<file path="config.mk">
export PLATFORM = sky130hd
export DESIGN_NAME = acq_trigger_sequencer_flat
export DESIGN_NICKNAME = d
export VERILOG_FILES = /design/src/rtl/acq_trigger_sequencer_if.sv /design/src/rtl/acq_trigger_sequencer.sv /design/src/flat_wrapper.sv
export SDC_FILE = /design/constraint.sdc
export NUM_CORES = 1
export LEC_CHECK = 0
export ABC_CLOCK_PERIOD_IN_PS = 7400
export BUFFER_PORTS_ARGS = -buffer_cell sky130_fd_sc_hd__buf_2
export CAP_MARGIN = 20
export CORE_ASPECT_RATIO = 1.75
export CORE_MARGIN = 4
export CORE_UTILIZATION = 40
export CTS_CLUSTER_SIZE = 10
export DETAILED_ROUTE_END_ITERATION = 10
export PLACE_DENSITY_LB_ADDON = 0.1
export SLEW_MARGIN = 20
export SYNTH_ARGS = -nofsm -noshare
export SYNTH_HDL_FRONTEND = slang
export SYNTH_SLANG_ARGS = --single-unit
</file>
<file path="constraint.sdc">
create_clock -name clklvds -period 7.4 [get_ports clklvds]
set_input_delay 1.11 -clock clklvds [delete_from_list [all_inputs] [get_ports clklvds]]
set_output_delay 1.11 -clock clklvds [all_outputs]
set_load 0.03 [all_outputs]
</file>
<file path="src/rtl/acq_trigger_sequencer_if.sv">
// -----------------------------------------------------------------------------
// acq_trigger_sequencer_if
// Purpose : bundles the configuration, trigger-channel, FIFO write-port and
//           status signals of the acquisition trigger sequencer.
// Signals :
//   arm, readout_done         level requests from the command domain
//   trigtype[1:0]             0 immediate, 1 rising, 2 falling, 3 external edge
//   lowerthresh/upperthresh   signed 12-bit trigger thresholds
//   lengthtotake[15:0]        FIFO words per event
//   holdoff[15:0]             cycles between readout_done and next arm
//   sample[11:0]              signed trigger-channel sample (registered)
//   ext_trig                  external trigger, clklvds synchronous
//   fifo_wrfull / fifo_wr     FIFO write side full / write strobe
//   wordcount, eventcount     per-event words / completed events
//   event_ready, truncated    status flags
//   seq_state[2:0]            debug state
// Modports: master = configuration/FIFO side, slave = sequencer.
// -----------------------------------------------------------------------------
interface acq_trigger_sequencer_if;
  logic               arm;
  logic               readout_done;
  logic [1:0]         trigtype;
  logic signed [11:0] lowerthresh;
  logic signed [11:0] upperthresh;
  logic [15:0]        lengthtotake;
  logic [15:0]        holdoff;
  logic signed [11:0] sample;
  logic               ext_trig;
  logic               fifo_wrfull;
  logic               fifo_wr;
  logic [15:0]        wordcount;
  logic [15:0]        eventcount;
  logic               event_ready;
  logic               truncated;
  logic [2:0]         seq_state;

  modport master (
    output arm, readout_done, trigtype, lowerthresh, upperthresh,
           lengthtotake, holdoff, sample, ext_trig, fifo_wrfull,
    input  fifo_wr, wordcount, eventcount, event_ready, truncated, seq_state
  );

  modport slave (
    input  arm, readout_done, trigtype, lowerthresh, upperthresh,
           lengthtotake, holdoff, sample, ext_trig, fifo_wrfull,
    output fifo_wr, wordcount, eventcount, event_ready, truncated, seq_state
  );
endinterface

</file>
<file path="src/rtl/acq_trigger_sequencer.sv">
// -----------------------------------------------------------------------------
// acq_trigger_sequencer
// Purpose : sequences one acquisition in the clklvds domain: waits for arm,
//           evaluates the selected trigger, strobes a programmed number of
//           words into the sample FIFO, then holds the event until readout
//           completes and the holdoff expires.
// Ports   :
//   clklvds  in  sample-rate/2 clock, rising edge
//   rstn     in  asynchronous active-low reset
//   bus      acq_trigger_sequencer_if.slave (config, trigger, FIFO, status)
// Parameters:
//   SYNC_STAGES  synchronizer depth for arm/readout_done (>= 2)
//   TIMEOUT_W    auto-trigger timeout counter width
// Build option:
//   TRIG_TIMEOUT_EN  when defined, a TIMEOUT_W-bit counter runs in ARM1/ARM2
//                    and forces CAPTURE when it reaches all-ones.
//
// state    | meaning
// ---------+----------------------------------------------------------------
// IDLE     | no event; waits for synced arm with synced readout_done low
// ARM1     | armed; waiting for first trigger condition (or ext edge)
// ARM2     | threshold trigger: first crossing seen, waiting for second
// CAPTURE  | strobing fifo_wr until length reached or FIFO full
// DONE     | event held, event_ready high, waiting for readout_done
// HOLDOFF  | counting holdoff cycles before returning to IDLE
// -----------------------------------------------------------------------------
module acq_trigger_sequencer #(
  parameter int SYNC_STAGES = 2,
  parameter int TIMEOUT_W   = 24
) (
  input  logic                    clklvds,
  input  logic                    rstn,
  acq_trigger_sequencer_if.slave  bus
);

  if (SYNC_STAGES < 2 || TIMEOUT_W < 1) begin : g_bad_params
    $error("acq_trigger_sequencer: need SYNC_STAGES >= 2 and TIMEOUT_W >= 1");
  end

  typedef enum logic [2:0] {
    S_IDLE    = 3'd0,
    S_ARM1    = 3'd1,
    S_ARM2    = 3'd2,
    S_CAPTURE = 3'd3,
    S_DONE    = 3'd4,
    S_HOLDOFF = 3'd5
  } state_e;

  state_e             state_q, state_d;
  logic [SYNC_STAGES-1:0] arm_sync_q, rdone_sync_q;
  logic               arm_s, rdone_s;
  logic               ext_trig_q, ext_edge;
  logic               auto_trig;

  logic [1:0]         trigtype_q, trigtype_d;
  logic signed [11:0] lower_q, lower_d;
  logic signed [11:0] upper_q, upper_d;
  logic [15:0]        length_q, length_d;
  logic [15:0]        holdoff_q, holdoff_d;
  logic [15:0]        hold_cnt_q, hold_cnt_d;

  logic               fifo_wr_q, fifo_wr_d;
  logic [15:0]        wordcount_q, wordcount_d;
  logic [15:0]        eventcount_q, eventcount_d;
  logic               event_ready_q, event_ready_d;
  logic               truncated_q, truncated_d;

  assign arm_s    = arm_sync_q[SYNC_STAGES-1];
  assign rdone_s  = rdone_sync_q[SYNC_STAGES-1];
  assign ext_edge = bus.ext_trig & ~ext_trig_q;

  always_ff @(posedge clklvds or negedge rstn) begin
    if (!rstn) begin
      arm_sync_q   <= '0;
      rdone_sync_q <= '0;
      ext_trig_q   <= 1'b0;
    end else begin
      arm_sync_q   <= {arm_sync_q[SYNC_STAGES-2:0], bus.arm};
      rdone_sync_q <= {rdone_sync_q[SYNC_STAGES-2:0], bus.readout_done};
      ext_trig_q   <= bus.ext_trig;
    end
  end

`ifdef TRIG_TIMEOUT_EN
  logic [TIMEOUT_W-1:0] tmo_q, tmo_d;

  // Counts across ARM1 and ARM2 together; any exit from the arm states clears it.
  always_comb begin
    tmo_d = '0;
    if ((state_q == S_ARM1 || state_q == S_ARM2) &&
        (state_d == S_ARM1 || state_d == S_ARM2))
      tmo_d = tmo_q + 1'b1;
  end

  always_ff @(posedge clklvds or negedge rstn) begin
    if (!rstn) tmo_q <= '0;
    else       tmo_q <= tmo_d;
  end

  assign auto_trig = &tmo_q;
`else
  assign auto_trig = 1'b0;
`endif

  always_comb begin
    state_d      = state_q;
    trigtype_d   = trigtype_q;
    lower_d      = lower_q;
    upper_d      = upper_q;
    length_d     = length_q;
    holdoff_d    = holdoff_q;
    hold_cnt_d   = hold_cnt_q;
    fifo_wr_d    = 1'b0;
    wordcount_d  = wordcount_q;
    eventcount_d = eventcount_q;
    truncated_d  = truncated_q;

    case (state_q)
      S_IDLE: begin
        wordcount_d = '0;
        truncated_d = 1'b0;
        // A stale readout_done level must not let a held arm re-trigger.
        if (arm_s && !rdone_s) begin
          trigtype_d = bus.trigtype;
          lower_d    = bus.lowerthresh;
          upper_d    = bus.upperthresh;
          length_d   = bus.lengthtotake;
          holdoff_d  = bus.holdoff;
          state_d    = (bus.trigtype == 2'd0) ? S_CAPTURE : S_ARM1;
        end
      end

      S_ARM1: begin
        if (!arm_s) begin
          state_d = S_IDLE;
        end else if (auto_trig) begin
          state_d = S_CAPTURE;
        end else begin
          case (trigtype_q)
            2'd1:    if (bus.sample < lower_q) state_d = S_ARM2;
            2'd2:    if (bus.sample > upper_q) state_d = S_ARM2;
            2'd3:    if (ext_edge)             state_d = S_CAPTURE;
            default: state_d = S_ARM1;
          endcase
        end
      end

      S_ARM2: begin
        if (!arm_s) begin
          state_d = S_IDLE;
        end else if (auto_trig) begin
          state_d = S_CAPTURE;
        end else begin
          case (trigtype_q)
            2'd1:    if (bus.sample > upper_q) state_d = S_CAPTURE;
            2'd2:    if (bus.sample < lower_q) state_d = S_CAPTURE;
            default: state_d = S_ARM2;
          endcase
        end
      end

      S_CAPTURE: begin
        if (wordcount_q == length_q) begin
          eventcount_d = eventcount_q + 16'd1;
          state_d      = S_DONE;
        end else if (bus.fifo_wrfull) begin
          truncated_d  = 1'b1;
          eventcount_d = eventcount_q + 16'd1;
          state_d      = S_DONE;
        end else begin
          fifo_wr_d   = 1'b1;
          wordcount_d = wordcount_q + 16'd1;
        end
      end

      S_DONE: begin
        if (rdone_s) begin
          if (holdoff_q == 16'd0) begin
            state_d = S_IDLE;
          end else begin
            // Terminal count at zero gives exactly holdoff cycles in HOLDOFF.
            hold_cnt_d = holdoff_q - 16'd1;
            state_d    = S_HOLDOFF;
          end
        end
      end

      S_HOLDOFF: begin
        if (hold_cnt_q == 16'd0) state_d = S_IDLE;
        else                     hold_cnt_d = hold_cnt_q - 16'd1;
      end

      default: state_d = S_IDLE;
    endcase

    event_ready_d = (state_q == S_DONE) && (state_d == S_DONE);
  end

  always_ff @(posedge clklvds or negedge rstn) begin
    if (!rstn) begin
      state_q       <= S_IDLE;
      trigtype_q    <= '0;
      lower_q       <= '0;
      upper_q       <= '0;
      length_q      <= '0;
      holdoff_q     <= '0;
      hold_cnt_q    <= '0;
      fifo_wr_q     <= 1'b0;
      wordcount_q   <= '0;
      eventcount_q  <= '0;
      event_ready_q <= 1'b0;
      truncated_q   <= 1'b0;
    end else begin
      state_q       <= state_d;
      trigtype_q    <= trigtype_d;
      lower_q       <= lower_d;
      upper_q       <= upper_d;
      length_q      <= length_d;
      holdoff_q     <= holdoff_d;
      hold_cnt_q    <= hold_cnt_d;
      fifo_wr_q     <= fifo_wr_d;
      wordcount_q   <= wordcount_d;
      eventcount_q  <= eventcount_d;
      event_ready_q <= event_ready_d;
      truncated_q   <= truncated_d;
    end
  end

  assign bus.fifo_wr     = fifo_wr_q;
  assign bus.wordcount   = wordcount_q;
  assign bus.eventcount  = eventcount_q;
  assign bus.event_ready = event_ready_q;
  assign bus.truncated   = truncated_q;
  assign bus.seq_state   = state_q;

endmodule

</file>
<file path="src/flat_wrapper.sv">
// flat-port wrapper written by rule: the top's interface ports become plain ports
module acq_trigger_sequencer_flat 
#(
  parameter int SYNC_STAGES = 2,
  parameter int TIMEOUT_W   = 24
)
  (clklvds, rstn, bus_arm, bus_readout_done, bus_trigtype, bus_lowerthresh, bus_upperthresh, bus_lengthtotake, bus_holdoff, bus_sample, bus_ext_trig, bus_fifo_wrfull, bus_fifo_wr, bus_wordcount, bus_eventcount, bus_event_ready, bus_truncated, bus_seq_state);
  acq_trigger_sequencer_if bus_i ();
  input  logic clklvds;
  input  logic rstn;
  input wire logic [$bits(bus_i.arm)-1:0] bus_arm;
  input wire logic [$bits(bus_i.readout_done)-1:0] bus_readout_done;
  input wire logic [$bits(bus_i.trigtype)-1:0] bus_trigtype;
  input wire logic [$bits(bus_i.lowerthresh)-1:0] bus_lowerthresh;
  input wire logic [$bits(bus_i.upperthresh)-1:0] bus_upperthresh;
  input wire logic [$bits(bus_i.lengthtotake)-1:0] bus_lengthtotake;
  input wire logic [$bits(bus_i.holdoff)-1:0] bus_holdoff;
  input wire logic [$bits(bus_i.sample)-1:0] bus_sample;
  input wire logic [$bits(bus_i.ext_trig)-1:0] bus_ext_trig;
  input wire logic [$bits(bus_i.fifo_wrfull)-1:0] bus_fifo_wrfull;
  output wire logic [$bits(bus_i.fifo_wr)-1:0] bus_fifo_wr;
  output wire logic [$bits(bus_i.wordcount)-1:0] bus_wordcount;
  output wire logic [$bits(bus_i.eventcount)-1:0] bus_eventcount;
  output wire logic [$bits(bus_i.event_ready)-1:0] bus_event_ready;
  output wire logic [$bits(bus_i.truncated)-1:0] bus_truncated;
  output wire logic [$bits(bus_i.seq_state)-1:0] bus_seq_state;
  assign bus_i.arm = bus_arm;
  assign bus_i.readout_done = bus_readout_done;
  assign bus_i.trigtype = bus_trigtype;
  assign bus_i.lowerthresh = bus_lowerthresh;
  assign bus_i.upperthresh = bus_upperthresh;
  assign bus_i.lengthtotake = bus_lengthtotake;
  assign bus_i.holdoff = bus_holdoff;
  assign bus_i.sample = bus_sample;
  assign bus_i.ext_trig = bus_ext_trig;
  assign bus_i.fifo_wrfull = bus_fifo_wrfull;
  assign bus_fifo_wr = bus_i.fifo_wr;
  assign bus_wordcount = bus_i.wordcount;
  assign bus_eventcount = bus_i.eventcount;
  assign bus_event_ready = bus_i.event_ready;
  assign bus_truncated = bus_i.truncated;
  assign bus_seq_state = bus_i.seq_state;
  acq_trigger_sequencer #(.SYNC_STAGES(SYNC_STAGES), .TIMEOUT_W(TIMEOUT_W)) u_core (.clklvds(clklvds), .rstn(rstn), .bus(bus_i));
endmodule
</file>
==> impl_metrics.json, run 1 <==
{
  "status": "complete, no violations",
  "fin_area_um2": 7710,
  "switchingPower_uw": 960.3,
  "overflow": 0,
  "ys_types": 67,
  "ant_nets": 0,
  "hold_ws_ns": 0.3829,
  "synth-seq-cells": 117,
  "die_h_um": 175.2,
  "period_share": 0.3922,
  "worst_pin_slew_ns": 0.8685,
  "cts-root-buf": "clkbuf_16",
  "placed_cell_area_um2": 7088,
  "drt_first_pass_iters": 5,
  "synth_area_per_cell_um2": 10.09,
  "regArea_um2": 2928,
  "multiInputGateArea_um2": 3222,
  "vias": 5079,
  "worstSetupStartpointType": "flip-flop",
  "fill_cells": 1484,
  "pin_count": 114,
  "fin_nets": 849,
  "row_count": 60,
  "combPwrFrac": 0.311,
  "port_buffers": 113,
  "die_area_um2": 18140,
  "clock_path_buffers": 2,
  "final_cells": 939,
  "place_congestion": 0.8271,
  "maxSlewHeadroom": 0.4149,
  "cts_tree": "built",
  "seqPwrFrac": 0.379,
  "yosysWarnings": 0,
  "floorplan.core_area_um2": 15540,
  "synth_flop_cell": "dfrtp_1",
  "hold_buffers": 0,
  "fmax_mhz": 344.5,
  "viasPerCell": 5.409,
  "grt_pass1_wl_um": 26400,
  "grt_max_degree": 80,
  "die_w_um": 103.5,
  "drv_slew": 0,
  "crit_path_end_kind": "flip-flop",
  "syn_nets": 739,
  "dp.cells": 910,
  "swShare": 0.3452,
  "finClkSkew_ns": 0.01238,
  "p_leak_uw": 0.003483,
  "ir_worst_vdd_mv": 0.1750,
  "rsz0062_at_grt": "no",
  "antennaDiodeCount": 0,
  "internal_power_uw": 1821,
  "cts_resized": 0,
  "cts_buffers": 17,
  "critPathMaxFanout": 41,
  "start_util": 0.4111,
  "async_flop_share": 1.000,
  "criticalPathCategory": "reg -> reg",
  "drt_wl_total_um": 15740,
  "syn_inst": 633,
  "setup_viol": 0,
  "finalSetupTns_ns": 0,
  "most-common-layout-cells": "dfrtp_1 (117), buf_2 (112), nand2_1 (54)",
  "synth_edf_count": 0,
  "crit_required_ns": 7.69,
  "gr-usage-all-layers": 0.1783,
  "avgRoutedWirePerCell_um": 16.76,
  "final_layout_size_suffix_gt1_frac": 0.2683,
  "hold_class": "reg -> reg",
  "clk_latency_ns": 0.41,
  "synth-seq-area-share": 0.4583,
  "clock-sinks": 117,
  "antenna_found_initial": 0,
  "utilization": 0.4961,
  "final_common_cell": "dfrtp_1",
  "syn_area_um2": 6389,
  "drt_iter0_drc": 154,
  "pwr-share-clk": 0.310,
  "dp_hpwl_um": 11580,
  "clk_pin_slew_worst_paths_ns": 0.05,
  "cap_violations": 0,
  "postCtsSetupBuffers": 0,
  "hold_viol_final": 0,
  "route.detailed.drc": 0,
  "htreeDepth": 4,
  "arrival_ns": 3.19,
  "grt_pass1_vias": 5344,
  "area_delta_synth_final_pct": 20.68,
  "period_needed_ns": 2.903,
  "powerDensity_nw_per_um2": 360.8
}
==> kinds of logic after synthesis <==
family / count (synthesis) / synth area share
adder cells (fa/ha/maj): 30 / 0.05875
AND/OR/NAND/NOR: 212 / 0.1727
buffers and inverters: 57 / 0.03976
XOR/XNOR: 45 / 0.06169
AO/OA/AOI/OAI: 126 / 0.1277
flip-flops: 117 / 0.4583
multiplexers: 46 / 0.08108
==> metrics by stage <==
step	setup WS (ns)	power [uW]
floorplan	4.203	1688
global placement	4.494	1892
detailed placement	4.446	1933
CTS	4.440	2813
global route	4.198	2985
finish	4.497	2782
==> flip-flops by register name, summed over array words and instances, names as in the netlist, 2 cells and up <==
signal,count
u_core.lower_q,12
u_core.hold_cnt_q,16
u_core.rdone_sync_q,2
u_core.upper_q,12
u_core.bus.wordcount,16
u_core.bus.eventcount,16
u_core.length_q,16
u_core.arm_sync_q,2
u_core.holdoff_q,16
u_core.trigtype_q,2
u_core.bus.seq_state,3
==> worst paths after layout <==
kind | slack (ns) | start | to | depth (start not counted)
hold / removal | 0.38 | u_core.arm_sync_q[0] | u_core.arm_sync_q[1] | 0
setup reg to reg | 4.50 | u_core.bus.seq_state[1] | u_core.hold_cnt_q[10] | 9
setup / recovery | 4.50 | u_core.bus.seq_state[1] | u_core.hold_cnt_q[10] | 9
hold reg to reg | 0.38 | u_core.arm_sync_q[0] | u_core.arm_sync_q[1] | 0
min in group asynchronous | 0.67 | rstn | u_core.bus.eventcount[8] | 1
max in group asynchronous | 5.65 | rstn | u_core.bus.wordcount[4] | 2
==> synthesized netlist by cell type (2+ instances only) <==
cell type,count,area share
dfrtp_1,117,0.46
nand2_1,54,0.032
nor2_1,44,0.026
o21ai_0,43,0.034
mux2_2,36,0.063
xnor2_1,36,0.049
a21oi_1,34,0.027
inv_1,31,0.018
ha_1,30,0.059
nor3_1,21,0.016
nand4_1,19,0.019
nand3_1,18,0.014
clkbuf_1,12,0.0071
mux2i_1,9,0.014
xor2_1,9,0.012
buf_2,8,0.0063
nand2b_1,8,0.0078
nor2b_1,7,0.0069
nor4_1,7,0.0069
a211oi_1,6,0.0071
and3_1,6,0.0059
or3_1,6,0.0059
o211ai_1,5,0.0059
a21o_1,4,0.0047
buf_4,4,0.0047
a221o_1,3,0.0047
a31oi_1,3,0.0029
and4_1,3,0.0041
nor3b_1,3,0.0035
or2_2,3,0.0029
a221oi_1,2,0.0027
a2bb2oi_1,2,0.0027
a311oi_1,2,0.0027
buf_6,2,0.0035
nor4_4,2,0.0067
o2111ai_1,2,0.0027
o21a_1,2,0.0023
==> power by group through the flow <==
stage                     Sequential (uW)  Combinational (uW)  Clock [uW]
after floorplan                      1020                 667           0
after global placement               1050                 839           0
after detailed placement             1060                 869           0
after CTS                            1050                 877         882
after global routing                 1090                 982         912
final                                1060                 864         862
==> routing by layer <==
layer / routed length (um) / GRT usage / vias to the layer above / share of wire
met4: 248 / 0.05879 / 0 / 0.016
met3: 622 / 0.04584 / 18 / 0.040
met2: 8645 / 0.3227 / 114 / 0.55
met5: 0 / 0 / - / 0
li1: - / - / 2477 / -
met1: 6224 / 0.2043 / 2470 / 0.40
==> worst max-delay path, cell delays in order, from the launching register on <==
cell      delay, ns
dfrtp_1        0.48
and3b_1        0.25
buf_4          0.41
mux2i_1        0.28
ha_1           0.37
o211ai_1       0.25
nor2_1         0.24
xnor2_1        0.16
a32oi_1        0.09
o22a_1         0.24
==> cell type report <==
| class | count | share of cell area |
|---|---|---|
| Multi-Input combinational cell | 459 | 0.4179 |
| Sequential cell | 117 | 0.3797 |
| Timing Repair Buffer | 117 | 0.07806 |
| Clock buffer | 19 | 0.05875 |
| Tap cell | 186 | 0.03018 |
| Clock inverter | 10 | 0.02029 |
| Inverter | 31 | 0.01509 |
(Power assumes the default switching activity.)
==> run 2: changes to the inputs <==
ABC_AREA = 1   (was not set)
ABC_CLOCK_PERIOD_IN_PS = 2400   (was 7400)
clock period = 2.4 ns   (was 7.4 ns; I/O delays follow)
==> impl_metrics.json, run 2 <==
{
  "grt_pass1_wl_um": 26620,
  "utilization": 0.5019,
  "hold_ws_ns": 0.05846,
  "cap_violations": 0,
  "drt_iter0_drc": 124,
  "cts_tree": "built",
  "p_leak_uw": 0.004081,
  "rrSetupSlack_ns": 0.21,
  "clock_path_buffers": 2,
  "port_buffers": 113,
  "die_h_um": 176.6,
  "yosysTopAreaCell": "dfrtp_1",
  "drt_first_pass_iters": 4,
  "hold_path_depth": 1,
  "final_cells": 1100,
  "rsz0062_at_grt": "no",
  "gr-usage-all-layers": 0.1805,
  "worst_pin_slew_ns": 0.5011,
  "synth_area_per_cell_um2": 8.500,
  "final_layout_size_suffix_gt1_frac": 0.2286,
  "syn_nets": 870,
  "maxSlewHeadroom": 0.6660,
  "synth-seq-area-share": 0.4509,
  "grt_max_degree": 78,
  "htreeDepth": 4,
  "fill_cells": 1567,
  "pin_count": 114,
  "synth_flop_cell": "dfrtp_1",
  "antenna_found_initial": 3,
  "whs_endpoint": "u_core.rdone_sync_q[0]",
  "yosysWarnings": 0,
  "syn_area_um2": 6494,
  "dp_hpwl_um": 12230,
  "hold_class": "in -> reg",
  "arrival_ns": 2.48,
  "met2WireLength_um": 8518,
  "ant_nets": 0,
  "synth_edf_count": 0,
  "start_util": 0.4071,
  "cts-root-buf": "clkbuf_16",
  "cts_buffers": 17,
  "crit_required_ns": 2.70,
  "cts_resized": 0,
  "wl_met1_um": 6562,
  "synth-seq-cells": 117,
  "route.detailed.drc": 0,
  "async_flop_share": 1.000,
  "critPathMaxFanout": 17,
  "placed_cell_area_um2": 7398,
  "finalSetupTns_ns": 0,
  "area_delta_synth_final_pct": 23.29,
  "grt_pass1_vias": 5597,
  "hold_buffers": 1,
  "r2r-start": "u_core.bus.seq_state[0]",
  "viasPerCell": 4.859,
  "crit_path_end_kind": "flip-flop",
  "avgRoutedWirePerCell_um": 14.59,
  "clock-sinks": 117,
  "die_area_um2": 18420,
  "overflow": 0,
  "rr_worst_depth": 12,
  "clk_latency_ns": 0.41,
  "ir_worst_vdd_mv": 0.5336,
  "powerDensity_nw_per_um2": 1122,
  "criticalPathCategory": "reg -> reg",
  "hp-start": "bus_readout_done",
  "vias": 5345,
  "most-common-layout-cells": "nand2_1 (154), dfrtp_1 (117), buf_2 (112)",
  "fin_nets": 1003,
  "finClkSkew_ns": 0.01185,
  "period_needed_ns": 2.188,
  "die_w_um": 104.3,
  "synth.area.top_cells": "dfrtp_1 (45%), nand2_1 (8.9%), ha_1 (5.8%)",
  "postCtsSetupBuffers": 0,
  "yosys.area.top_type_share": 0.4509,
  "worstSetupStartpointType": "flip-flop",
  "hold_viol_final": 0,
  "synth_common_cells": "nand2_1 (154), dfrtp_1 (117), inv_1 (99), nor2_1 (87), a21oi_1 (44)",
  "yosysMostFrequentCell": "nand2_1",
  "drv_slew": 0,
  "ys_types": 38,
  "period_share": 0.9118,
  "r2r-end": "u_core.hold_cnt_q[15]",
  "drt_wl_total_um": 16040,
  "row_count": 61,
  "highest_layer": "met5",
  "floorplan.core_area_um2": 15950,
  "place_congestion": 0.8673,
  "clk_pin_slew_worst_paths_ns": 0.06,
  "met3WireLength_um": 636,
  "final_common_cell": "nand2_1",
  "fmax_mhz": 457.0,
  "setup_viol": 0,
  "status": "complete, no violations",
  "fin_area_um2": 8006,
  "dp.cells": 1066,
  "syn_inst": 764
}
-- run 2: critical path: stages, from the launching register on --
cell	delay (ns)
dfrtp_1	0.47
nand3_4	0.18
buf_4	0.27
nand2_1	0.13
o21ai_4	0.11
nand3_4	0.13
nor2_4	0.15
nand3_2	0.10
nor2_2	0.12
nand2_1	0.08
or2_0	0.20
nand3_1	0.07
nand2_1	0.05
-- run 2: cells by family after synthesis --
| kind of cell | Yosys count | synth area share |
|---|---|---|
| xor gates and xnor gates | 52 | 0.07014 |
| and+or+nand+nor | 314 | 0.2089 |
| DFF | 117 | 0.4509 |
| adders and majority gates | 30 | 0.05780 |
| buffers and inverters | 123 | 0.07668 |
| muxes | 24 | 0.04162 |
| AOI/OAI and AO/OA | 104 | 0.09403 |
-- run 2: how the worst max path moves through the flow --
stage / start / to / cells past startpoint
CTS: u_core.bus.seq_state[0] / u_core.hold_cnt_q[15] / 12
global placement: u_core.bus.seq_state[1] / u_core.hold_cnt_q[15] / 12
floorplan: u_core.bus.seq_state[1] / u_core.hold_cnt_q[15] / 13
finish: u_core.bus.seq_state[0] / u_core.hold_cnt_q[15] / 12
global route: u_core.bus.seq_state[0] / u_core.hold_cnt_q[15] / 12
detailed placement: u_core.bus.seq_state[0] / u_core.hold_cnt_q[15] / 12
-- run 2: power by group --
| part | total, uW | internal (uW) | leakage, uW | switching [uW] |
|---|---|---|---|---|
| clock network | 2530 | 1610 | 0.000278 | 919 |
| logic | 3350 | 1320 | 0.00239 | 2030 |
| registers | 3100 | 2660 | 0.00141 | 445 |
-- run 2: layout make-up --
| class | instances | area, um^2 | area share |
|---|---|---|---|
| multi-input combinational | 524 | 3072 | 0.3837 |
| sequential | 117 | 2928 | 0.3657 |
| timing repair buffer | 136 | 793.3 | 0.09908 |
| clock buffer | 21 | 470.5 | 0.05876 |
| inverter | 101 | 379.1 | 0.04735 |
| tap | 189 | 236.5 | 0.02954 |
| clock inverter | 11 | 125.1 | 0.01563 |
| antenna | 1 | 2.502 | 0.0003125 |
-- run 2: metal layers --
layer | up-vias | track usage
met5 | - | 0
met4 | 4 | 0.06822
met3 | 28 | 0.04061
met2 | 99 | 0.3409
met1 | 2473 | 0.1935
li1 | 2741 | -
-- run 2: metrics by stage --
| stage | total power, uW | setup slack (ns) |
|---|---|---|
| after global routing | 9702 | 0.01177 |
| after CTS | 9117 | 0.1780 |
| after detailed placement | 6520 | 0.1782 |
| after floorplan | 5550 | 0.3605 |
| final | 8983 | 0.2117 |
| after global placement | 6441 | 0.2260 |
==> run 3: changes to the inputs <==
CAP_MARGIN = not set   (was 20)
CORE_UTILIZATION = 51   (was 40)
==> impl_metrics.json, run 3 (synthesis gave the netlist of run 2 again) <==
{
  "period_needed_ns": 2.184,
  "criticalPathCategory": "reg -> reg",
  "cts_tree": "built",
  "cap_violations": 0,
  "finClkSkew_ns": 0.007111,
  "slowest_stage": "dfrtp_1",
  "clock_path_buffers": 2,
  "cp_cell_sequence": "inv_2, nand3_4, nand2_1, o21ai_1, nor2_4, nand2_2, nor2_4, nand3_2, nor2_2, nand2_1, or2_0, nand3_1, nand2_1",
  "pwr-share-clk": 0.274,
  "route.detailed.drc": 0,
  "floorplan.core_area_um2": 12500,
  "switchingPower_uw": 3490,
  "pin_count": 114,
  "cpPeakStageDelay_ns": 0.43,
  "drt_first_pass_iters": 5,
  "row_count": 54,
  "die_area_um2": 14670,
  "place_congestion": 0.9456,
  "crit_path_end_kind": "flip-flop",
  "grt_max_degree": 84,
  "worst_pin_slew_ns": 0.4598,
  "port_buffers": 113,
  "period_share": 0.9099,
  "antennaDiodeCount": 0,
  "fin_nets": 1003,
  "cts-root-buf": "clkbuf_16",
  "grt_pass1_vias": 5905,
  "avgRoutedWirePerCell_um": 14.65,
  "hold_ws_ns": 0.06429,
  "viasPerCell": 5.074,
  "hold_viol_final": 0,
  "worstSetupStartpointType": "flip-flop",
  "area_delta_synth_final_pct": 22.50,
  "finalSetupTns_ns": 0,
  "rrSetupSlack_ns": 0.22,
  "vias": 5470,
  "ir_worst_vdd_mv": 0.6390,
  "multiInputGateArea_um2": 3072,
  "final_common_cell": "nand2_1",
  "start_util": 0.5195,
  "arrival_ns": 2.48,
  "status": "complete, no violations",
  "clock-sinks": 117,
  "internal_power_uw": 5406,
  "overflow": 0,
  "cp_common_cell": "nand2_1",
  "p_leak_uw": 0.004070,
  "gr-usage-all-layers": 0.2281,
  "drv_slew": 0,
  "most-common-layout-cells": "nand2_1 (154), dfrtp_1 (117), buf_2 (112)",
  "hold_class": "in -> reg",
  "crit_required_ns": 2.70,
  "rsz0062_at_grt": "no",
  "drt_wl_total_um": 15800,
  "clk_pin_slew_worst_paths_ns": 0.06,
  "grt_pass1_wl_um": 26650,
  "antenna_found_initial": 0,
  "combPwrFrac": 0.376,
  "seqPwrFrac": 0.350,
  "setup_viol": 0,
  "regArea_um2": 2928,
  "cts_buffers": 17,
  "powerDensity_nw_per_um2": 1118,
  "maxSlewHeadroom": 0.6914,
  "swShare": 0.3923,
  "htreeDepth": 4,
  "dp_hpwl_um": 12020,
  "critPathMaxFanout": 12,
  "die_w_um": 93.30,
  "drt_iter0_drc": 174,
  "die_h_um": 157.3,
  "fmax_mhz": 457.9,
  "final_layout_size_suffix_gt1_frac": 0.2297,
  "clk_latency_ns": 0.41,
  "fill_cells": 1106,
  "ant_nets": 0
}
[run 3: area by class of cell]
class                      instances  area share
clock buffer                      17     0.05348
clock inverter                    15     0.01856
inverter                         101     0.04766
multi-input combinational        524      0.3861
sequential                       117      0.3680
tap                              168     0.02642
timing repair buffer             136     0.09972
[run 3: per-layer routing]
layer  part of all wire  GRT usage  up-vias  wire, um
met3              0.051    0.04878       41       799
met4              0.033     0.1006        0       518
met2               0.54     0.4239      151      8518
met1               0.38     0.2435     2541      5960
li1                   -          -     2737         -
met5                  0          0        -         0
[run 3: power by group through the flow]
| stage | Sequential, uW | Clock (uW) | Combinational (uW) |
|---|---|---|---|
| 2_1_floorplan | 3150 | 0 | 2400 |
| 3_3_place_gp | 3130 | 0 | 3220 |
| 3_5_place_dp | 3150 | 0 | 3320 |
| 4_1_cts | 3120 | 2480 | 3350 |
| 5_1_grt | 3190 | 2580 | 3800 |
| 6_report | 3120 | 2440 | 3340 |
[run 3: worst max-delay path: cells and delay by family (launching register included)]
kind / cells / cell delay (ns)
AO/OA/AOI/OAI: 1 / 0.18
buffers and inverters: 1 / 0.14
AND/OR/NAND/NOR: 11 / 1.32
flip-flops: 1 / 0.43
[run 3: repair_timing]
item	CTS	global route
setup buffers	0	5
endpoints found under the hold margin	31	0
resized for setup	0	0
hold buffers	1	0
endpoints found under the setup margin	0	3
[run 3: stage by stage]
stage | area, um^2 | utilization | worst slack (ns) | std cells | total power (uW)
after CTS | 7918 | 0.6334 | 0.1625 | 1073 | 8947
after floorplan | 6494 | - | 0.3605 | 764 | 5550
after global routing | 7955 | 0.6364 | 0.06020 | 1078 | 9577
final | 7955 | 0.6364 | 0.2163 | 1078 | 8897
after detailed placement | 7335 | 0.5868 | 0.1832 | 1040 | 6473
after global placement | 7335 | 0.5868 | 0.2476 | 1040 | 6347
[run 3: path summary, 6_finish.rpt]
| kind | start | end | depth (start not counted) |
|---|---|---|---|
| setup / recovery | u_core.bus.seq_state[1] | u_core.hold_cnt_q[15] | 13 |
| hold / removal | bus_readout_done | u_core.rdone_sync_q[0] | 1 |
| setup reg to reg | u_core.bus.seq_state[1] | u_core.hold_cnt_q[15] | 13 |
| hold reg to reg | u_core.arm_sync_q[0] | u_core.arm_sync_q[1] | 0 |
| max in group asynchronous | rstn | u_core.bus.seq_state[0] | 3 |
| min in group asynchronous | rstn | u_core.upper_q[5] | 2 |
